--- config.mk ---
export PLATFORM = sky130hd
export DESIGN_NAME = dds_phase_accum_sweep
export DESIGN_NICKNAME = d
export VERILOG_FILES = /design/src/rtl/dds_pkg.sv /design/src/rtl/dds_sweep_ctrl.sv /design/src/rtl/dds_phase_accum_sweep.sv
export SDC_FILE = /design/constraint.sdc
export NUM_CORES = 1
export LEC_CHECK = 0
export ABC_AREA = 0
export CORE_MARGIN = 2
export CORE_UTILIZATION = 35
export CTS_BUF_LIST = sky130_fd_sc_hd__clkbuf_8 sky130_fd_sc_hd__clkbuf_16
export CTS_CLUSTER_SIZE = 20
export DETAILED_ROUTE_END_ITERATION = 8
export GPL_ROUTABILITY_DRIVEN = 0
export PLACE_DENSITY = 0.55
export SYNTH_ARGS = -nofsm -noshare
export SYNTH_HDL_FRONTEND = slang
export SYNTH_HIERARCHICAL = 1
export SYNTH_SLANG_ARGS = --single-unit
--- constraint.sdc ---
create_clock -name clk -period 5.3 [get_ports clk]
set_input_delay 1.06 -clock clk [delete_from_list [all_inputs] [get_ports clk]]
set_output_delay 1.06 -clock clk [all_outputs]
set_load 0.03 [all_outputs]
--- src/rtl/dds_pkg.sv ---
// Shared types and defaults for the DDS phase accumulator
// and its sweep controller.
package dds_pkg;

  localparam int ACC_W_DEF     = 28;
  localparam int SW_W_DEF      = 10;
  localparam int OUT_W_DEF     = 12;
  localparam int DWELL_W_DEF   = 16;
  localparam int BASE_TUNE_DEF = 26844;

  typedef enum logic [1:0] {
    ST_IDLE,
    ST_FIXED,
    ST_SWEEP,
    ST_HOLD
  } dds_state_e;

endpackage

--- src/rtl/dds_sweep_ctrl.sv ---
// Key press detect, mode FSM and linear sweep stepping
// that produce the current frequency index.
module dds_sweep_ctrl
  import dds_pkg::*;
#(
  parameter int SW_W       = SW_W_DEF,
  parameter int DWELL_W    = DWELL_W_DEF,
  parameter bit SWEEP_WRAP = 1'b0
) (
  input  logic               clk,
  input  logic               clr,
  input  logic [SW_W-1:0]    sw,
  input  logic               set,
  input  logic               mode,
  input  logic [DWELL_W-1:0] dwell,
  output logic [SW_W-1:0]    dec_val,
  output logic               sweeping,
  output logic               sweep_done
);

  dds_state_e         state_q, state_d;
  logic [SW_W-1:0]    dec_q, dec_d;
  logic [SW_W-1:0]    tgt_q, tgt_d;
  logic [DWELL_W-1:0] cnt_q, cnt_d;
  logic [DWELL_W-1:0] rld_q, rld_d;
  logic               done_q, done_d;
  logic               set_q;
  logic               press;
  logic [DWELL_W-1:0] rld_new;

  assign press   = set_q & ~set;
  assign rld_new = (dwell == '0) ? '0
                 : dwell - DWELL_W'(1);

  always_comb begin
    state_d = state_q;
    dec_d   = dec_q;
    tgt_d   = tgt_q;
    cnt_d   = cnt_q;
    rld_d   = rld_q;
    done_d  = 1'b0;
    if (press) begin
      unique case (1'b1)
        (sw == '0): begin
          dec_d   = '0;
          state_d = ST_IDLE;
        end
        (sw != '0 && !mode): begin
          dec_d   = sw;
          state_d = ST_FIXED;
        end
        (sw != '0 && mode): begin
          tgt_d   = sw;
          dec_d   = SW_W'(1);
          rld_d   = rld_new;
          cnt_d   = rld_new;
          state_d = ST_SWEEP;
        end
        default: ;
      endcase
    end else if (state_q == ST_SWEEP) begin
      if (cnt_q != '0) begin
        cnt_d = cnt_q - DWELL_W'(1);
      end else if (dec_q < tgt_q) begin
        dec_d = dec_q + SW_W'(1);
        cnt_d = rld_q;
      end else begin
        done_d = 1'b1;
        if (SWEEP_WRAP) begin
          dec_d = SW_W'(1);
          cnt_d = rld_q;
        end else begin
          state_d = ST_HOLD;
        end
      end
    end
  end

  // set_q follows set during clr so a key held through reset is not a press
  always_ff @(posedge clk) begin
    if (clr) begin
      state_q <= ST_IDLE;
      dec_q   <= '0;
      tgt_q   <= '0;
      cnt_q   <= '0;
      rld_q   <= '0;
      done_q  <= 1'b0;
      set_q   <= set;
    end else begin
      state_q <= state_d;
      dec_q   <= dec_d;
      tgt_q   <= tgt_d;
      cnt_q   <= cnt_d;
      rld_q   <= rld_d;
      done_q  <= done_d;
      set_q   <= set;
    end
  end

  assign dec_val    = dec_q;
  assign sweeping   = (state_q == ST_SWEEP);
  assign sweep_done = done_q;

endmodule

--- src/rtl/dds_phase_accum_sweep.sv ---
// DDS phase accumulator: tuning word register, accumulator
// and offset phase output feeding the sine LUT.
module dds_phase_accum_sweep
  import dds_pkg::*;
#(
  parameter int ACC_W      = ACC_W_DEF,
  parameter int SW_W       = SW_W_DEF,
  parameter int OUT_W      = OUT_W_DEF,
  parameter int DWELL_W    = DWELL_W_DEF,
  parameter int BASE_TUNE  = BASE_TUNE_DEF,
  parameter bit SWEEP_WRAP = 1'b0
) (
  input  logic               clk,
  input  logic               clr,
  input  logic [SW_W-1:0]    sw,
  input  logic               set,
  input  logic               mode,
  input  logic [DWELL_W-1:0] dwell,
  input  logic [OUT_W-1:0]   phase_off,
  output logic [ACC_W-1:0]   fout,
  output logic [OUT_W-1:0]   phase_out,
  output logic [SW_W-1:0]    dec_val,
  output logic               sweeping,
  output logic               sweep_done
  ,
  output logic [ACC_W-1:0]   tuner
);

  logic [SW_W-1:0]  dec;
  logic [ACC_W-1:0] tune_q, tune_d;
  logic [ACC_W-1:0] acc_q, acc_d;
  logic [OUT_W-1:0] ph_q, ph_d;

  dds_sweep_ctrl #(
    .SW_W       (SW_W),
    .DWELL_W    (DWELL_W),
    .SWEEP_WRAP (SWEEP_WRAP)
  ) u_ctrl (
    .clk        (clk),
    .clr        (clr),
    .sw         (sw),
    .set        (set),
    .mode       (mode),
    .dwell      (dwell),
    .dec_val    (dec),
    .sweeping   (sweeping),
    .sweep_done (sweep_done)
  );

  // Only the low ACC_W bits of the product survive, so a
  // modulo-2^ACC_W multiply gives the same truncated word.
  assign tune_d = ACC_W'(BASE_TUNE) * ACC_W'(dec);
  assign acc_d  = (tune_q == '0) ? '0 : acc_q + tune_q;
  assign ph_d   = acc_q[ACC_W-1 -: OUT_W] + phase_off;

  always_ff @(posedge clk) begin
    if (clr) begin
      tune_q <= '0;
      acc_q  <= '0;
      ph_q   <= '0;
    end else begin
      tune_q <= tune_d;
      acc_q  <= acc_d;
      ph_q   <= ph_d;
    end
  end

  assign fout      = acc_q;
  assign phase_out = ph_q;
  assign dec_val   = dec;
  assign tuner     = tune_q;

endmodule

# Word level (Yosys, flattened, before mapping)
# Index checks and enable logic that the tools add are counted.
[word_totals]
output_inout_bits = 80
elab_cells = 60
reg_bits = 124
in_bits = 42
[classes]
mul = 1
eq_ne = 5
n_lt_le_gt_ge = 1
reduce_logical = 17
bitwise = 3
n_addsub = 5
n_mux = 17
[ops]
columns = ["operator", "count"]
rows = [
  ["$mux 16", 6],
  ["$mux 10", 4],
  ["$sub 16x1->16 const B", 2],
  ["$pmux 10 s3", 1],
  ["$add 28x28->28", 1],
  ["$logic_not 28->1", 1],
  ["$mul 13x10->23 const A", 1],
  ["$logic_not 16->1", 1],
  ["$reduce_bool 16->1", 1],
  ["$add 12x12->12", 1],
  ["$add 10x1->10 const B", 1],
  ["$logic_not 10->1", 1],
  ["$lt 10x10->1", 1],
  ["$reduce_bool 10->1", 1],
  ["$mux 2", 4],
  ["$reduce_and 4->1", 2],
  ["$pmux 2 s3", 1],
  ["$ne 2x1->1 const B", 2],
  ["$ne 4x4->1 const B", 1],
  ["$reduce_bool 2->1", 2],
  ["$reduce_or 4->1", 1],
  ["$reduce_and 3->1", 1],
  ["$reduce_bool 3->1", 1],
  ["$eq 2x2->1 const B", 1],
  ["other kinds (8)", 10],
]

# Depth between registers and ports, before layout
[depth]
ltp_word = 5
depth_mapped = 19

# By module
# The synthesis kept the hierarchy.
[by_module_without_submodules]
columns = ["module", "seq_area_each_um2", "cells_per_inst", "area_per_inst_um2", "instances"]
rows = [
  ["dds_phase_accum_sweep", 1221.2, 676, 5964.5, 1],
  ["dds_sweep_ctrl", 1121.1, 469, 3663.5, 1],
]

# Worst setup path before layout
# OpenSTA, ideal clock, no wires.
[synth_timing]
path_type = "register to register"
from = "register u_ctrl.dec_q[7], in the netlist u_ctrl/dec_val[7]"
to = "register tune_q[21], in the netlist tuner[21]"
path_slack_ns = 0.441
setup_ns = 0.121
stages_incl_launch_ff = 16
required_time_ns = 5.179
n_path_buf = 0
arrival_time_ns = 4.738
path_cell_list = "dfxtp_1 > fa_1 > inv_1 > fa_1 > inv_1 > fa_1 > fa_1 > fa_1 > ha_1 > nand2_1 > o21ai_0 > a22oi_1 > o31ai_2 > nor2_1 > o21bai_1 > mux2_4"
[synth_between]
elab_chain_len = 1
[synth_rtl]
columns = ["item", "line_no", "rtl"]
rows = [
  ["start: declaration", "dds_sweep_ctrl.sv:22", "logic [SW_W-1:0] dec_q, dec_d;"],
  ["start signal: assignment", "dds_sweep_ctrl.sv:83", "dec_q <= '0;"],
  ["start signal: assignment", "dds_sweep_ctrl.sv:91", "dec_q <= dec_d;"],
  ["$mul 13x10->23", "dds_phase_accum_sweep.sv:52", "assign tune_d = ACC_W'(BASE_TUNE) * ACC_W'(dec);"],
  ["end signal: assignment", "dds_phase_accum_sweep.sv:62", "tune_q <= tune_d;"],
  ["end: declaration", "dds_phase_accum_sweep.sv:30", "logic [ACC_W-1:0] tune_q, tune_d;"],
]
# Every way passes these cells.
# A chain may end at the register's enable or synchronous reset.

# Worst setup path in the final report
# Same ends and word-level chain as after synthesis.

==> impl_summary.md <==
Status
The run finished with clean final reports.

Floorplanning
The effective utilization at floorplan is 0.3572. The floorplan step set the die height to around 170 um. The die area is approximately 0.029 mm^2.

During I/O placement, the number of pins put on the boundary was between 100 and 150. The die boundary width is about 170 um. The total number of placement rows is 60.

The core region is 0.02695 mm^2.

STA
The final hold violation count is 0. The accumulated negative setup slack is 0 ns. The clock period minus final worst setup slack is about 5.0 ns.

The post-route clock skew is roughly 0.014 ns. Setup repair after global routing left no endpoint under its margin. The post-route fraction of the period consumed by the critical path is 0.9370.

The transition time of the tightest slew-check pin is between 1 and 1.5 ns. The maximum frequency from static timing analysis is 201.4 MHz. The final number of max-transition violations came to 0. The worst pin sits at a relative slew slack of 0.2074. Setup violations remaining at the end of the flow were counted as 0.

Yosys
For this run, asynchronously set or reset flops after synthesis account for 0. The number of flops mapped to enable cells by yosys is 0. The combined area of all synthesized cells is about 0.0096 mm^2. The number of standard cells after synthesis is about 1,100.

The synthesized netlist contains 84 unique library cells. The mean instance size in the synthesized netlist is 8.409 um^2. After synthesis the netlist holds a flip-flop and latch count of between 100 and 150. For this run, the register share of the synthesized area comes to 0.2433. The most used flip-flop cell after synthesis is sky130_fd_sc_hd__dfxtp_1. The total number of yosys warnings is 6.

Critical path
The source of the worst register-to-register timing path is u_ctrl/dec_val[7]. The signal on the critical path passes through fa_1 -> inv_1 -> fa_1 -> inv_1 -> fa_1 -> fa_1 -> fa_1 -> ha_1 -> nand2_1 -> o21ai_0 -> a22oi_1 -> o31ai_2 -> nor2_1 -> o21bai_1 -> mux2_4. The data arrival time of the worst path is around 5.3 ns. The critical path endpoint category is a register. In this design, the largest share of critical-path delay is due to adder cells. The worst register-to-register path has a depth of 15. In this run the critical register-to-register path is captured at tuner[21].

The critical path in this run is classified as reg2reg. The worst path required time is 5.61 ns. The count of buffering cells on the critical path with inverters included is 2.

Among the stages of the critical path, the cell type that occurs most often is sky130_fd_sc_hd__fa_1. The highest net fanout along the worst path is 11. STA classifies the critical path startpoint as a register. The delay of the slowest critical-path stage is between 0.5 and 0.6 ns. The master of the slowest instance on the critical path is sky130_fd_sc_hd__fa_1. The worst register-to-register path has a setup slack of 0.33 ns.

GRT
The global route total overflow is 0. The maximum number of pins on one net before global-route repair is 43. The number of global-route vias before repair is ~8,000.

The first global-routing pass estimated around 41 mm of wire. The global router's overall resource usage is 0.1799. The number of antenna violations at the first check in global routing is 0.

Clock tree
The H-tree generated during clock tree synthesis spans 4 levels. Clock-pin slew was measured on the worst setup and hold paths at around 0.07 ns. The number of hold buffers added after CTS was 0. The latest clock arrival within the worst-skew pair is between 0.4 and 0.5 ns. The buffer cell driving the clock tree root is sky130_fd_sc_hd__clkbuf_16. TritonCTS created 17 clock buffers.

The CTS tree is done. Counting along the longest clock path gives a buffer depth of 2. The number of buffers inserted by post-CTS setup repair is 0. The clock net sink count is 117. Gates resized during post-CTS repair numbered 0.

Cells and area
At the end of the flow, the number of nets in the layout was between 1,000 and 1,500. After routing the design area is 0.01170 mm^2. Compared with the post-synthesis result, the final layout area differs by 21.56%.

Summing all multi-input logic gate instances after layout gives approximately 0.0067 mm^2. The post-route core utilization is 0.4343. The layout filler cell count is roughly 2,700. The number of antenna diodes in the final layout is 0. The total area of sequential cells is 0.002342 mm^2. In the final layout, the share of cells above drive strength 1 is 0.06541.

Power and ir drop
In this run the power density over the cells is between 200 and 300 mW/mm^2. The peak supply drop is between 0.00015 and 0.0002 V. For this design the static power due to leakage is around 5 nW.

Min path
The worst hold path cell count is 2. The startpoint identified for the worst hold timing path is u_ctrl/rld_q[4]. In this run the worst hold path is classified as reg2reg. The worst hold path terminates at u_ctrl/rld_q[4].

Route
The wire length after detailed routing is ~26 mm. The routed via count is between 8,000 and 9,000. The number of DRC markers in iteration 0 is ~450. Once detail routing completed, the nets flagged for antenna violations numbered 0. The DRC violations left is 0. After detailed routing, the number of vias per cell comes to around 5.3. In the final routed layout, each cell accounts on average for approximately 16 um. The pre-antenna-repair detailed-routing pass consisted of 5 iterations.

Job
The total of max-cap violations is 0.

Placed design
The post-DP HPWL is around 20 mm. After detailed placement, the total cell area comes to 0.01112 mm^2. The count of input and output buffers is about 110.
-- per-layer routing --
layer	global-route usage	share of wire	up-vias
met1	0.2489	0.49	3930
met3	0.02767	0.050	27
met5	0	0	-
li1	-	-	4266
met4	0.05723	0.019	0
met2	0.2878	0.44	231
-- cells in the final DEF (no fill, tap or decap), types with 5 or more instances in the layout --
cell / synthesis / final
sky130_fd_sc_hd__nand4_1: 13 / 13
sky130_fd_sc_hd__or4_1: 5 / 5
sky130_fd_sc_hd__a21o_1: 19 / 19
sky130_fd_sc_hd__o211ai_1: 6 / 6
sky130_fd_sc_hd__a31oi_1: 6 / 6
sky130_fd_sc_hd__nor2b_1: 15 / 14
sky130_fd_sc_hd__o21bai_1: 9 / 8
sky130_fd_sc_hd__a21oi_1: 92 / 92
sky130_fd_sc_hd__buf_4: 8 / 14
sky130_fd_sc_hd__conb_1: 1 / 7
sky130_fd_sc_hd__or3_1: 9 / 9
sky130_fd_sc_hd__clkbuf_16: 0 / 17
sky130_fd_sc_hd__xnor2_1: 38 / 38
sky130_fd_sc_hd__fa_1: 38 / 38
sky130_fd_sc_hd__nor3b_1: 10 / 10
sky130_fd_sc_hd__nor4_1: 16 / 16
sky130_fd_sc_hd__mux2i_1: 7 / 7
sky130_fd_sc_hd__clkdlybuf4s50_1: 0 / 113
sky130_fd_sc_hd__nand3_1: 30 / 30
sky130_fd_sc_hd__a211oi_1: 12 / 12
sky130_fd_sc_hd__nor2_1: 106 / 106
sky130_fd_sc_hd__inv_6: 0 / 5
sky130_fd_sc_hd__o21a_1: 8 / 8
sky130_fd_sc_hd__inv_1: 113 / 113
sky130_fd_sc_hd__o21ai_1: 11 / 11
sky130_fd_sc_hd__o21ai_0: 35 / 35
sky130_fd_sc_hd__ha_1: 126 / 126
sky130_fd_sc_hd__and3_1: 13 / 13
sky130_fd_sc_hd__dfxtp_1: 117 / 117
sky130_fd_sc_hd__nor3_1: 52 / 52
sky130_fd_sc_hd__and2_1: 6 / 6
sky130_fd_sc_hd__nand2_1: 69 / 69
sky130_fd_sc_hd__xor2_1: 30 / 30
sky130_fd_sc_hd__nand2b_1: 6 / 6
sky130_fd_sc_hd__and4_1: 5 / 5
-- Yosys cell counts (5+ instances only) --
cell | n | area, um^2
sky130_fd_sc_hd__xor2_1 | 30 | 262.8
sky130_fd_sc_hd__and4_1 | 5 | 43.79
sky130_fd_sc_hd__a31oi_1 | 6 | 37.54
sky130_fd_sc_hd__buf_4 | 8 | 60.06
sky130_fd_sc_hd__xnor2_1 | 38 | 332.8
sky130_fd_sc_hd__nor2_1 | 106 | 397.9
sky130_fd_sc_hd__and3_1 | 13 | 81.33
sky130_fd_sc_hd__or3_1 | 9 | 56.30
sky130_fd_sc_hd__o21bai_1 | 9 | 67.56
sky130_fd_sc_hd__a21o_1 | 19 | 142.6
sky130_fd_sc_hd__nor3b_1 | 10 | 75.07
sky130_fd_sc_hd__o21a_1 | 8 | 60.06
sky130_fd_sc_hd__fa_1 | 38 | 760.7
sky130_fd_sc_hd__clkbuf_1 | 26 | 97.59
sky130_fd_sc_hd__dfxtp_1 | 117 | 2342
sky130_fd_sc_hd__o21ai_1 | 11 | 55.05
sky130_fd_sc_hd__buf_2 | 6 | 30.03
sky130_fd_sc_hd__nor3_1 | 52 | 260.3
sky130_fd_sc_hd__nand2b_1 | 6 | 37.54
sky130_fd_sc_hd__nand2_1 | 69 | 259.0
sky130_fd_sc_hd__or4_1 | 5 | 37.54
sky130_fd_sc_hd__inv_1 | 113 | 424.2
sky130_fd_sc_hd__nor4_1 | 16 | 100.1
sky130_fd_sc_hd__nand4_1 | 13 | 81.33
sky130_fd_sc_hd__mux2i_1 | 7 | 70.07
sky130_fd_sc_hd__a211oi_1 | 12 | 90.09
sky130_fd_sc_hd__o21ai_0 | 35 | 175.2
sky130_fd_sc_hd__nand3_1 | 30 | 150.1
sky130_fd_sc_hd__and2_1 | 6 | 37.54
sky130_fd_sc_hd__o211ai_1 | 6 | 45.04
sky130_fd_sc_hd__nor2b_1 | 15 | 93.84
sky130_fd_sc_hd__ha_1 | 126 | 1577
sky130_fd_sc_hd__a21oi_1 | 92 | 460.4
-- cells by family after synthesis --
family	synth area share
XOR/XNOR	0.06186
multiplexers	0.008837
AND/OR/NAND/NOR	0.2026
AO/OA/AOI/OAI	0.1752
other	0.0003895
flip-flops	0.2433
adder cells (fa/ha/maj)	0.2428
buffers and inverters	0.06511
-- cell type report --
cell class              count  share of cell area
clock buffers              18             0.03752
clock inverters            14             0.01219
inverters                 113             0.03624
multi-input cells         879              0.5714
flip-flops and latches    117              0.2001
well taps                 341             0.03646
repair buffers            128              0.1061
-- how the worst max path moves through the flow --
stage,startpoint,cells after the start,slack (ns),end
2_1_floorplan,u_ctrl/dec_val[7],15,0.44,tuner[21]
3_3_place_gp,u_ctrl/dec_val[7],15,0.40,tuner[21]
3_5_place_dp,u_ctrl/dec_val[7],15,0.32,tuner[21]
4_1_cts,u_ctrl/dec_val[7],15,0.33,tuner[21]
5_1_grt,u_ctrl/dec_val[7],15,0.08,tuner[21]
6_report,u_ctrl/dec_val[7],15,0.33,tuner[21]
-- registers in the layout (all words and copies together), names as in the netlist --
register,cells
u_ctrl/rld_q,16
u_ctrl/dec_val,10
u_ctrl/state_q,2
phase_out,12
u_ctrl/set_q,1
u_ctrl/sweep_done,1
tuner,23
u_ctrl/tgt_q,10
u_ctrl/cnt_q,16
fout,26
-- power by group --
group,internal (mW),switching [mW],leakage [nW]
logic,0.511,0.754,3.86
clock network,0.670,0.487,0.276
registers,0.973,0.0937,0.957
total,2.15,1.33,5.09
-- worst min-delay path: stages (launching register included) --
cell and delay, ns:
sky130_fd_sc_hd__dfxtp_1 0.31, sky130_fd_sc_hd__nand2_1 0.05, sky130_fd_sc_hd__a21oi_1 0.05
-- stage by stage --
step | setup slack, ns | hold WS, ns | std cells | total power, mW
2_1_floorplan | 0.4410 | 0.4363 | 1151 | 1.950
3_3_place_gp | 0.3997 | 0.4440 | 1578 | 2.342
3_5_place_dp | 0.3240 | 0.4469 | 1578 | 2.344
4_1_cts | 0.3265 | 0.4564 | 1610 | 3.522
5_1_grt | 0.08487 | 0.4708 | 1610 | 3.699
6_report | 0.3340 | 0.4545 | 1610 | 3.489
No activity file was read; power rests on OpenSTA's default activity.
